File: src/rtl/uart_boot_loader.sv
// UART 8N1 boot loader: SYNC, LEN_LO, LEN_HI, LEN x {lo,hi} words (+CSUM with UART_BOOT_LOADER_CHECKSUM_EN) -> BSRAM writes.
// Latency: mem_wre one clk after the high-byte stop sample; done/error one clk after the final byte strobe.
// Backpressure: none; the serial link cannot be stalled, so every byte is consumed as it arrives.
module uart_boot_loader #(
  parameter int         CLKS_PER_BIT = 234,
  parameter int         ADDR_WIDTH   = 11,
  parameter int         MAX_WORDS    = 2048,
  parameter logic [7:0] SYNC_BYTE    = 8'h55
) (
  input  logic                  clk,
  input  logic                  rst,
  input  logic                  uart_rx,
  output logic [ADDR_WIDTH-1:0] mem_ad,
  output logic [15:0]           mem_din,
  output logic                  mem_wre,
  output logic                  boot_mode,
  output logic                  done,
  output logic                  error
);
  localparam int              CNT_W   = $clog2(CLKS_PER_BIT);
  localparam int              HALF    = CLKS_PER_BIT / 2;
  localparam logic [16:0]     MAX_LEN = 17'(MAX_WORDS);

  typedef enum logic [1:0] {R_IDLE, R_START, R_DATA, R_STOP} rx_state_t;
  typedef enum logic [2:0] {P_SYNC, P_LEN_LO, P_LEN_HI, P_DATA_LO, P_DATA_HI,
                            P_CSUM, P_DONE, P_ERROR} p_state_t;

`ifdef UART_BOOT_LOADER_CHECKSUM_EN
  localparam p_state_t P_END = P_CSUM;
`else
  localparam p_state_t P_END = P_DONE;
`endif

  logic             rx_meta, rx_s;
  rx_state_t        r_state, r_next;
  logic [CNT_W-1:0] cnt;
  logic [2:0]       bit_idx;
  logic [7:0]       rx_byte;
  logic             bit_tick, byte_vld, frame_err;

  p_state_t              p_state, p_next;
  logic [7:0]            lo_byte;
  logic [15:0]           len, len_rx;
  logic [ADDR_WIDTH-1:0] index;
  logic                  last_word;

  always_ff @(posedge clk) begin
    if (rst) begin
      rx_meta <= 1'b1;
      rx_s    <= 1'b1;
    end else begin
      rx_meta <= uart_rx;
      rx_s    <= rx_meta;
    end
  end

  // ---------------- RX bit engine ----------------
  assign bit_tick = (cnt == CNT_W'(CLKS_PER_BIT - 1));

  always_ff @(posedge clk) begin
    if (rst) r_state <= R_IDLE;
    else     r_state <= r_next;
  end

  always_comb begin
    r_next    = r_state;
    byte_vld  = 1'b0;
    frame_err = 1'b0;
    case (r_state)
      R_IDLE:  if (!rx_s) r_next = R_START;
      R_START: if (cnt == CNT_W'(HALF - 1)) r_next = rx_s ? R_IDLE : R_DATA;
      R_DATA:  if (bit_tick && bit_idx == 3'd7) r_next = R_STOP;
      R_STOP: begin
        if (bit_tick) begin
          r_next    = R_IDLE;
          byte_vld  = rx_s;
          frame_err = !rx_s;
        end
      end
      default: r_next = R_IDLE;
    endcase
  end

  // cnt restarts on every state change and at each bit boundary
  always_ff @(posedge clk) begin
    if (rst) begin
      cnt     <= '0;
      bit_idx <= 3'd0;
      rx_byte <= 8'h00;
    end else begin
      if (r_state == R_IDLE || r_next != r_state || bit_tick) cnt <= '0;
      else                                                     cnt <= cnt + 1'b1;
      if (r_state == R_DATA && bit_tick) begin
        rx_byte <= {rx_s, rx_byte[7:1]};
        bit_idx <= bit_idx + 3'd1;
      end
    end
  end

  // ---------------- protocol sequencer ----------------
`ifdef UART_BOOT_LOADER_CHECKSUM_EN
  logic [7:0] csum;
  always_ff @(posedge clk) begin
    if (rst)                                                          csum <= 8'h00;
    else if (byte_vld && (p_state == P_DATA_LO || p_state == P_DATA_HI)) csum <= csum ^ rx_byte;
  end
`endif

  assign len_rx    = {rx_byte, lo_byte};
  assign last_word = (17'(index) == 17'(len) - 17'd1);

  always_ff @(posedge clk) begin
    if (rst) p_state <= P_SYNC;
    else     p_state <= p_next;
  end

  always_comb begin
    p_next = p_state;
    case (p_state)
      P_SYNC:    if (byte_vld && rx_byte == SYNC_BYTE) p_next = P_LEN_LO;
      P_LEN_LO:  if (byte_vld) p_next = P_LEN_HI;
      P_LEN_HI: begin
        if (byte_vld) begin
          if ({1'b0, len_rx} > MAX_LEN) p_next = P_ERROR;
          else if (len_rx == 16'd0)     p_next = P_END;
          else                          p_next = P_DATA_LO;
        end
      end
      P_DATA_LO: if (byte_vld) p_next = P_DATA_HI;
      P_DATA_HI: if (byte_vld) p_next = last_word ? P_END : P_DATA_LO;
`ifdef UART_BOOT_LOADER_CHECKSUM_EN
      P_CSUM:    if (byte_vld) p_next = (rx_byte == csum) ? P_DONE : P_ERROR;
`endif
      default:   p_next = p_state;
    endcase
    // a bad stop bit inside a frame poisons it; before SYNC it is just noise
    if (frame_err && p_state inside {P_LEN_LO, P_LEN_HI, P_DATA_LO, P_DATA_HI, P_CSUM})
      p_next = P_ERROR;
  end

  always_ff @(posedge clk) begin
    if (rst) begin
      lo_byte <= 8'h00;
      len     <= 16'd0;
      index   <= '0;
      mem_ad  <= '0;
      mem_din <= 16'h0000;
      mem_wre <= 1'b0;
    end else begin
      mem_wre <= 1'b0;
      if (byte_vld) begin
        case (p_state)
          P_LEN_LO:  lo_byte <= rx_byte;
          P_LEN_HI:  len     <= len_rx;
          P_DATA_LO: lo_byte <= rx_byte;
          P_DATA_HI: begin
            mem_wre <= 1'b1;
            mem_ad  <= index;
            mem_din <= {rx_byte, lo_byte};
            index   <= index + 1'b1;
          end
          default: ;
        endcase
      end
    end
  end

  assign done      = (p_state == P_DONE);
  assign error     = (p_state == P_ERROR);
  assign boot_mode = (p_state != P_DONE);
endmodule
File: config.mk
export PLATFORM = sky130hd
export DESIGN_NAME = uart_boot_loader
export DESIGN_NICKNAME = d
export VERILOG_FILES = /design/src/rtl/uart_boot_loader.sv
export SDC_FILE = /design/constraint.sdc
export NUM_CORES = 1
export LEC_CHECK = 0
export CORE_ASPECT_RATIO = 0.8
export CORE_MARGIN = 2
export CORE_UTILIZATION = 52
export DETAILED_ROUTE_END_ITERATION = 10
export HOLD_SLACK_MARGIN = 0.08
export PLACE_DENSITY_LB_ADDON = 0.3
export SLEW_MARGIN = 15
export SYNTH_ARGS = -nofsm -noshare
export SYNTH_HDL_FRONTEND = slang
export SYNTH_SLANG_ARGS = --single-unit
File: constraint.sdc
create_clock -name clk -period 2.2 [get_ports clk]
set_input_delay 0.44 -clock clk [delete_from_list [all_inputs] [get_ports clk]]
set_output_delay 0.44 -clock clk [all_outputs]
set_load 0.1 [all_outputs]
==> key figures <==
Floorplanning
  – Initial core utilization: 53.7%
  – Die area: 8390 sq um
  – Core outline area: 7430 sq um
  – Die outline height: 82.4 um
  – Die boundary width: 102 um
  – I/O pin count: 34
  – Placement row count: 28

Worst setup path
  – WS Path Type: reg -> reg
  – Required time at the endpoint of the critical path: 2.46 ns
  – Peak fanout along the critical path: 5
  – Cell with the largest stage delay on the worst path: sky130_fd_sc_hd__or4_4
  – Slowest Stage Delay on Critical Path: 0.56 ns
  – Kind of start point of the critical path: flop
  – Worst reg-to-reg setup slack: 0.08 ns
  – Worst reg-to-reg path cell count: 6
  – CP cell instances: nor4_4 -> nand4b_1 -> mux2i_1 -> or4_4 -> nor4_4 -> a21oi_1
  – Kind of end point of the critical path: flop
  – Cell type with the highest occurrence count on the critical path: sky130_fd_sc_hd__nor4_4
  – Crit Reg-Reg Endpoint: p_state[0]
  – Data arrival time of the critical path: 2.38 ns
  – Source of the worst register-to-register timing path: len[5]

Clock tree
  – Later-pin clock latency in the skew report: 0.38 ns
  – # H-tree levels: 3
  – Clock transition time at the flip-flop clock pins of the worst setup and hold paths: 0.09 ns
  – Number of buffers inserted during clock tree synthesis: 9
  – CTS Root Buffer Type: sky130_fd_sc_hd__clkbuf_8
  – CTS tree: built
  – Maximum buffer depth of the clock tree: 2
  – CTS sink count: 89

Synthesis
  – Synthesized instance count: 492
  – Post-synth EDFFs: 0
  – Portion of the post-synthesis area used by sequential elements: 44.7%
  – Number of storage elements in the synthesis netlist: 89
  – Top cell type's share of synthesized area: 44.7%
  – Synth unique cells: 51
  – Total standard cell area after synthesis: 3990 sq um
  – Number of nets produced by synthesis: 502
  – Synth Flop Type: sky130_fd_sc_hd__dfxtp_1
  – Synthesized area per cell: 8.11 sq um
  – Most area-consuming cells after synthesis: sky130_fd_sc_hd__dfxtp_1, sky130_fd_sc_hd__nand2_1, sky130_fd_sc_hd__a21oi_1
  – Post-synth top cells: sky130_fd_sc_hd__nand2_1, sky130_fd_sc_hd__dfxtp_1, sky130_fd_sc_hd__a21oi_1
  – Cell taking the most area after synthesis: sky130_fd_sc_hd__dfxtp_1
  – Share of synthesized registers carrying an async set or reset: 0%
  – Ys Warns: 0
  – Leading cell type by number of instances after synthesis: sky130_fd_sc_hd__nand2_1

Cells and area
  – Area of the multi-input gates: 2070 sq um
  – Utilization after layout: 63.0%
  – Layout Area Growth over Synthesis: 17.2%
  – Ant. Diodes: 0
  – Ratio of cells with drive above 1 in the final layout: 16.9%
  – Layout filler cell count: 671
  – Final standard cell area without fillers: 4680 sq um
  – Final net count: 533
  – Area used by sequential logic in the layout: 1780 sq um

STA
  – Max-Slew Margin vs Limit: 57.6%
  – Final clock period utilization by the worst path: 96.4%
  – Total count of max-transition violations in the final report: 0
  – Final critical-path required period: 2.12 ns
  – Final setup violation count: 0
  – Slew @ Worst Pin: 0.636 ns
  – Maximum operating frequency: 0.472 GHz
  – Worst Skew: 0.0183 ns
  – Unrepaired setup endpoints after global routing: false
  – Count of final hold-check violations: 0

Global routing
  – Vias in the first global route: 3045
  – Wire length of the first global-routing pass: 15.0 mm
  – Tot GR Track Use: 23.3%
  – Number of antenna violations at the first check in global routing: 0
  – Maximum number of pins on one net before global-route repair: 65
  – Overflow left after global routing: 0

Route
  – Post-Route WL: 9.09 mm
  – Final routed wire length divided by cell count: 14.4 um
  – Iter 0 DRT Violations: 195
  – Detailed Routing Iterations Pass 1: 5
  – Total via count after detailed routing: 3399
  – Via density per instance: 5.37
  – Antenna Nets Post-Route: 0
  – Remaining design rule violation count: 0

Placement
  – Number of buffers inserted by port buffering: 33
  – Detailed-placement wirelength estimate: 6.45 mm
  – GP Congestion: 0.861
  – Post-Place Cell Area: 4430 sq um

Min path
  – Hold path start: rx_meta
  – Number of cells on the worst hold path: 1
  – Endpoint of the worst hold path: rx_s
  – Min-delay worst type: reg -> reg

Power
  – Static leakage: 1.75 nW
  – PD cells: 598 nW/um^2
  – Worst IR drop on VDD: 484 uV

Job
  – Number of max-capacitance violations reported: 0

Outcome
  – Status: finished, final reports clean
==> logic make-up after synthesis <==
logic type	synth area share, %
buf+inv	4.23
compound gates	11.1
xor+xnor	7.02
fa+ha+maj	2.19
flops	44.7
simple gates	28.0
mux	2.76
==> layout make-up <==
cell class | count | share of cell area (%)
clock inverters | 7 | 1.74
repair buffers | 52 | 9.42
clock buffers | 9 | 2.65
inverters | 10 | 0.883
well taps | 105 | 2.81
flip-flops and latches | 89 | 38.1
multi-input cells | 361 | 44.4
==> layer usage <==
metal | global-route usage (%) | routed length (um) | vias up
met5 | 0 | 0 | -
met3 | 5.89 | 464 | 7
met4 | 7.33 | 76 | 0
met1 | 32.9 | 4520 | 1594
li1 | - | - | 1726
met2 | 35.3 | 4030 | 72
==> registers in the layout, summed over array words and instances (netlist names) <==
signal / cells
mem_wre: 1
len: 16
bit_idx: 3
index: 11
p_state: 3
rx_byte: 8
cnt: 8
rx_meta: 1
r_state: 2
mem_din: 16
lo_byte: 8
mem_ad: 11
rx_s: 1
==> per-stage QoR <==
| stage | hold WS (ns) | instances | setup TNS (ns) | setup WS, ns | power, W |
|---|---|---|---|---|---|
| CTS | 0.428 | 632 | 0 | 0.0270 | 0.00282 |
| global route | 0.464 | 633 | 0 | 0.0124 | 0.00289 |
| finish | 0.426 | 633 | 0 | 0.0799 | 0.00279 |
| global placement | 0.398 | 616 | -0.00110 | -0.00110 | 0.00171 |
| detailed placement | 0.393 | 616 | -0.166 | -0.0892 | 0.00171 |
| floorplan | 0.389 | 492 | 0 | 0.0355 | 0.00169 |
==> what timing repair did <==
action / 4_1_cts / 5_1_grt
pin swaps: 0 / 2
resized for setup: 1 / 7
endpoints found under the setup margin: 2 / 23
hold buffers: 0 / 0
buffers inserted: 0 / 1
==> cell usage in the layout, fill, tap and decap left out, types with 3 or more instances in the layout <==
cell type	n
sky130_fd_sc_hd__xnor2_1	14
sky130_fd_sc_hd__buf_4	46
sky130_fd_sc_hd__nor4_1	5
sky130_fd_sc_hd__and3_1	3
sky130_fd_sc_hd__xor2_1	18
sky130_fd_sc_hd__buf_12	4
sky130_fd_sc_hd__and4_1	3
sky130_fd_sc_hd__nand3_1	9
sky130_fd_sc_hd__nand2_1	115
sky130_fd_sc_hd__clkbuf_8	9
sky130_fd_sc_hd__nor2_1	43
sky130_fd_sc_hd__o21ai_0	4
sky130_fd_sc_hd__a21oi_1	57
sky130_fd_sc_hd__nor2b_1	4
sky130_fd_sc_hd__mux2i_1	11
sky130_fd_sc_hd__nand4_1	9
sky130_fd_sc_hd__and2_1	7
sky130_fd_sc_hd__or2_2	5
sky130_fd_sc_hd__ha_1	7
sky130_fd_sc_hd__nor3_1	6
sky130_fd_sc_hd__inv_1	9
sky130_fd_sc_hd__dfxtp_1	88
==> where the power goes <==
part	total, W	switching [W]	internal [W]
registers	0.00162	0.00000686	0.00162
clock network	0.00112	0.000669	0.000452
logic	0.0000505	0.0000353	0.0000152
==> how the worst max path moves through the flow <==
| stage | start | cells past startpoint | slack, ns | endpoint |
|---|---|---|---|---|
| 2_1_floorplan | p_state[0] | 3 | 0.04 | done |
| 3_3_place_gp | len[2] | 6 | -0.001 | p_state[0] |
| 3_5_place_dp | len[2] | 6 | -0.09 | p_state[0] |
| 4_1_cts | len[2] | 6 | 0.03 | p_state[0] |
| 5_1_grt | len[5] | 6 | 0.01 | p_state[0] |
| 6_report | len[5] | 6 | 0.08 | p_state[0] |
==> critical path, delay by kind of cell (launching register included) <==
kind,cells,cell delay [ns]
flip-flops,1,0.36
AND/OR/NAND/NOR,4,1.39
multiplexers,1,0.16
AO/OA/AOI/OAI,1,0.10
(Power assumes the default switching activity.)
